[config.mk]
export PLATFORM = sky130hd
export DESIGN_NAME = priority_encoder
export DESIGN_NICKNAME = d
export VERILOG_FILES = /design/src/rtl/prio_enc_pkg.sv /design/src/rtl/prio_enc_comb.sv /design/src/rtl/priority_encoder.sv
export SDC_FILE = /design/constraint.sdc
export NUM_CORES = 1
export LEC_CHECK = 0
export CORE_AREA = 2 2 39 41
export CTS_CLUSTER_DIAMETER = 50
export CTS_CLUSTER_SIZE = 30
export DETAILED_ROUTE_END_ITERATION = 8
export DIE_AREA = 0 0 41 43
export HOLD_SLACK_MARGIN = 0.06
export PLACE_DENSITY = 0.52
export SLEW_MARGIN = 10
export SYNTH_ARGS = -nofsm -noshare
export SYNTH_HDL_FRONTEND = slang
export SYNTH_SLANG_ARGS = --single-unit
export TNS_END_PERCENT = 30
[constraint.sdc]
create_clock -name clk -period 0.8 [get_ports clk]
set_input_delay 0.16 -clock clk [delete_from_list [all_inputs] [get_ports clk]]
set_output_delay 0.16 -clock clk [all_outputs]
set_load 0.02 [all_outputs]
[src/rtl/prio_enc_pkg.sv]
// Shared constants and helpers for the registered priority encoder.
package prio_enc_pkg;

  localparam int unsigned IN_W_DEFAULT = 8;
  localparam int unsigned IDX_RST      = 0;

  // Ceiling log2, used to derive the index width from the request width.
  function automatic int unsigned clog2(input int unsigned value);
    int unsigned result;
    int unsigned span;
    result = 0;
    span   = 1;
    while (span < value) begin
      span   = span << 1;
      result = result + 1;
    end
    return result;
  endfunction

endpackage

[src/rtl/prio_enc_comb.sv]
// Combinational priority encoder built as a recursive tree of 2-input cells;
// the upper half wins whenever it holds any set bit.
module prio_enc_comb
  import prio_enc_pkg::*;
#(
  parameter int unsigned IN_W = IN_W_DEFAULT,
  localparam int unsigned OUT_W = clog2(IN_W)
) (
  input  logic [IN_W-1:0]  in,
  output logic [OUT_W-1:0] idx,
  output logic             any
);

  if (IN_W == 2) begin : g_leaf
    assign any = in[1] | in[0];
    assign idx = in[1];
  end else begin : g_node
    localparam int unsigned HALF = IN_W / 2;

    logic [OUT_W-2:0] lo_idx;
    logic [OUT_W-2:0] hi_idx;
    logic             lo_any;
    logic             hi_any;

    prio_enc_comb #(.IN_W(HALF)) u_lo (
      .in  (in[HALF-1:0]),
      .idx (lo_idx),
      .any (lo_any)
    );

    prio_enc_comb #(.IN_W(HALF)) u_hi (
      .in  (in[IN_W-1:HALF]),
      .idx (hi_idx),
      .any (hi_any)
    );

    // The half-select bit becomes the MSB of the merged index.
    assign any = hi_any | lo_any;
    assign idx = hi_any ? {1'b1, hi_idx} : {1'b0, lo_idx};
  end

endmodule

[src/rtl/priority_encoder.sv]
// Registered priority encoder: index of the highest set request bit plus valid.
// Define PRIORITY_ENCODER_MULTI_EN to add the registered multi-hit flag "multi".
module priority_encoder
  import prio_enc_pkg::*;
#(
  parameter int unsigned IN_W  = IN_W_DEFAULT,
  parameter int unsigned OUT_W = clog2(IN_W)
) (
  input  logic             clk,
  input  logic             rst,
  input  logic             en,
  input  logic [IN_W-1:0]  in,
  output logic [OUT_W-1:0] out,
  output logic             valid
`ifdef PRIORITY_ENCODER_MULTI_EN
  ,
  output logic             multi
`endif
);

  logic [OUT_W-1:0] idx_c;
  logic             any_c;

  prio_enc_comb #(.IN_W(IN_W)) u_comb (
    .in  (in),
    .idx (idx_c),
    .any (any_c)
  );

  // Reset dominates enable; with en low the previous result is held.
  always_ff @(posedge clk) begin
    if (rst) begin
      out   <= OUT_W'(IDX_RST);
      valid <= 1'b0;
    end else if (en) begin
      out   <= idx_c;
      valid <= any_c;
    end
  end

`ifdef PRIORITY_ENCODER_MULTI_EN
  logic multi_c;

  // Clearing the lowest set bit leaves something only if two or more were set.
  assign multi_c = |(in & (in - IN_W'(1)));

  always_ff @(posedge clk) begin
    if (rst) begin
      multi <= 1'b0;
    end else if (en) begin
      multi <= multi_c;
    end
  end
`else
  // Single-hit build: no multi-hit detection.
`endif

endmodule

==> summary.md <==
| Metric | Value |
|---|---|
| P_sw | 0.000162 W |
| DIE HEIGHT | about 43 µm |
| ANT nets after route | 0 |
| Routed wire per std cell | slightly above 10 µm |
| Final Power | about 0.00063 W |
| Tcrit/Tclk final | 1.04 |
| Min-delay src | rst |
| Core area | roughly 0.0014 mm² |
| Clock tree buffer depth | 2 |
| Clk pwr share | 0.393 |
| Boundary Pins | 15 |
| Gpl congestion | between 0.7 and 0.8 |
| Ys Warns | 0 |
| Detail Placement HPWL | 428 µm |
| Clock Latency Late Sink | approximately 0.23 ns |
| GRT Util Overall | 0.0844 |
| Sequential Power Share | 0.362 |
| Static leakage | 0.185 nW |
| Slew Viols, Final | 0 |
| Rows | 14 |
| Crit path kind | reg -> out |
| Family with the most delay on the worst path | flip-flops |
| Post-Synth XOR/XNOR Area | 0 |
| Power per cell area | 1530 mW/mm² |
| Cell taking the most area after synthesis | dfxtp_1 |
| Unique cell type count in the Yosys netlist | 15 |
| CP peak stage delay | 0.33 ns |
| Diodes inserted | 0 |
| # DRC | 0 |
| Worst setup EP type | output pin |
| Cts hold-fix bufs | 0 |
| Violated checks | negative setup slack |
| Reg2reg start | out[0]$_SDFFE_PP0P_ |
| Initial antenna violation count | 0 |
| Slew headroom | 0.834 |
| CP Data Arrival Time | between 0.6 and 0.7 ns |
| Req. time, crit path | 0.64 ns |
| Combinational share of power | 0.245 |
| Outcome | finished, violations left |
| Register area share after synthesis | 0.405 |
| Final nets | 54 |
| Multi-input combinational cell area | about 140 µm² |
| Number of global-route vias before repair | about 240 |
| Final wirelength | approximately 580 µm |
| Die ar. | between 0.0015 and 0.002 mm² |
| Final Hold Fails | 0 |
| Root Buffer Master | clkbuf_4 |
| Total gr overflow | 0 |
| Setup Skew | 0 ns |
| CTS sink count | 4 |
| FFs w/ async S/R, synth | 0 |
| Register bit count reported by yosys | 4 |
| Reg area | 85.1 µm² |
| Largest family of logic cells by synthesized area | simple AND/OR/NAND/NOR gates |
| Post-Synth Simple-Gate Area | 0.354 |
| Design internal power | around 0.00047 W |
| Via count | between 200 and 250 |
| Pre-antenna DRT Iters | 1 |
| HP Class | in -> reg |
| CP Cell Sequence | buf_6 |
| Net Sw Frac | 0.256 |
| Share of layout cells above drive strength 1 | 0.512 |
| Vias per inst | about 4 |
| Worst-path fanout max | 2 |
| Largest cells by area after synthesis | dfxtp_1 41%, nor3b_2 13%, nand2b_1 6.3%, o21ai_0 5.1%, o2bb2ai_1 4.4% |
| Fmax | roughly 1200 MHz |
| Buf/Inv on CP | 1 |
| Fin Hold WS | 0.242 ns |
| Clock transition at the registers of the reported paths | 0.04 ns |
| Die Wd | roughly 41 µm |
| DRT iter0 DRCs | 0 |
| Largest net degree at the start of global routing | 6 |
| Area Growth Syn to Fin | 110% |
| Worst setup margin | -0.0339 ns |
| Post-Synthesis Cell Area | roughly 200 µm² |
| Initial cell density of the core | 0.143 |
| Slowest CP cell | dfxtp_2 |
| RSZ-0062 raised after global routing | true |
| Average size of a mapped cell | ~9 µm² |
| Placed cell areas | 373 µm² |
| Max VDD drop | between 0.5 and 0.6 mV |
| Post-synth EDFFs | 0 |
| Synth Net Count | 33 |
| Postcts setup bufs | 0 |
| Shortest period the worst path allows | 0.834 ns |
| Fillers | ~160 |
| Final setup vio count | 4 |
| Ys flop type | dfxtp_1 |
| Worst-margin pin slew | roughly 0.25 ns |
| Design area | between 400 and 500 µm² |
| First-pass GRT wire length | approximately 950 µm |
| Syn Inst Count | 22 |
| CTS tree | done |
| Synth Area in Compound Gates | 0.222 |
| Total CTS buffers | 3 |
| Startpoint types | flop |
| Buffers on Ports | 14 |
| Worst setup path start | valid$_SDFFE_PP0P_ |
| Synth top area share | 0.405 |
| Max-Cap Viols | 0 |
| Multiplexer share of the synthesized area | 0 |
| Adder-cell share of the synthesized area | 0 |
| CTS H-tree depth | 1 |
==> synth_stat cells (2+ instances only) <==
master	n
dfxtp_1	4
nand2b_1	2
nor2_1	2
nor3b_2	2
o21ai_0	2
==> metal layers <==
layer | part of all wire | track usage
met1 | 0.41 | 0.0968
met2 | 0.51 | 0.113
met3 | 0.080 | 0.0628
met4 | 0 | 0.0400
met5 | 0 | 0
==> power by group through the flow <==
stage / Clock, W / Combinational [W] / Sequential (W)
final: 0.000250 / 0.000156 / 0.000230
after global routing: 0.000281 / 0.000171 / 0.000231
after CTS: 0.000260 / 0.000151 / 0.000230
after detailed placement: 0 / 0.000156 / 0.000226
after global placement: 0 / 0.000156 / 0.000227
after floorplan: 0 / 0.0000308 / 0.000246
==> cell families (layout without fill, tap and decap cells) <==
logic type             Yosys count  count (layout)
flip-flops                       4               4
AND/OR/NAND/NOR                 10              10
buffers and inverters            1              20
AO/OA/AOI/OAI                    7               7
==> stage by stage <==
stage | util | TNS, ns | worst slack, ns | instances
after floorplan | - | 0 | 0.0528 | 22
after global placement | 0.269 | -3.05 | -0.554 | 54
after detailed placement | 0.269 | -3.01 | -0.551 | 54
after CTS | 0.297 | -0.147 | -0.0396 | 57
after global routing | 0.300 | -0.281 | -0.0627 | 57
final | 0.300 | -0.113 | -0.0339 | 57
==> repair_timing <==
action | in CTS | in global routing
hold endpoints to repair | 0 | 0
cloned | 0 | 0
setup endpoints to repair | 8 | 7
pin swaps | 4 | 3
resized for setup | 42 | 7
==> cell type report <==
| type | instances | area share |
|---|---|---|
| clock buffer | 3 | 0.0542 |
| inverter | 1 | 0.00904 |
| multi-input combinational | 17 | 0.346 |
| sequential | 4 | 0.205 |
| tap | 16 | 0.0482 |
| timing repair buffer | 16 | 0.337 |
==> sequential cells by signal, summed over array words and instances (netlist names) <==
| signal | cells |
|---|---|
| out | 3 |
| valid | 1 |
==> worst paths after layout <==
check | to | slack (ns) | cells after the start
setup / recovery | valid | -0.03 | 1
hold / removal | valid$_SDFFE_PP0P_ | 0.24 | 2
setup reg to reg | out[0]$_SDFFE_PP0P_ | 0.07 | 2
hold reg to reg | out[2]$_SDFFE_PP0P_ | 0.48 | 2
==> layout by cell type (no fill, tap or decap), types with 2 or more instances in the layout <==
cell type / n
dfxtp_2: 4
nor2_1: 2
nand2b_1: 2
o21ai_0: 2
clkbuf_4: 3
clkbuf_2: 3
buf_4: 2
buf_6: 4
dlygate4sd2_1: 6
nor3b_4: 2
Note: power is estimated with default switching activity, not from simulation.
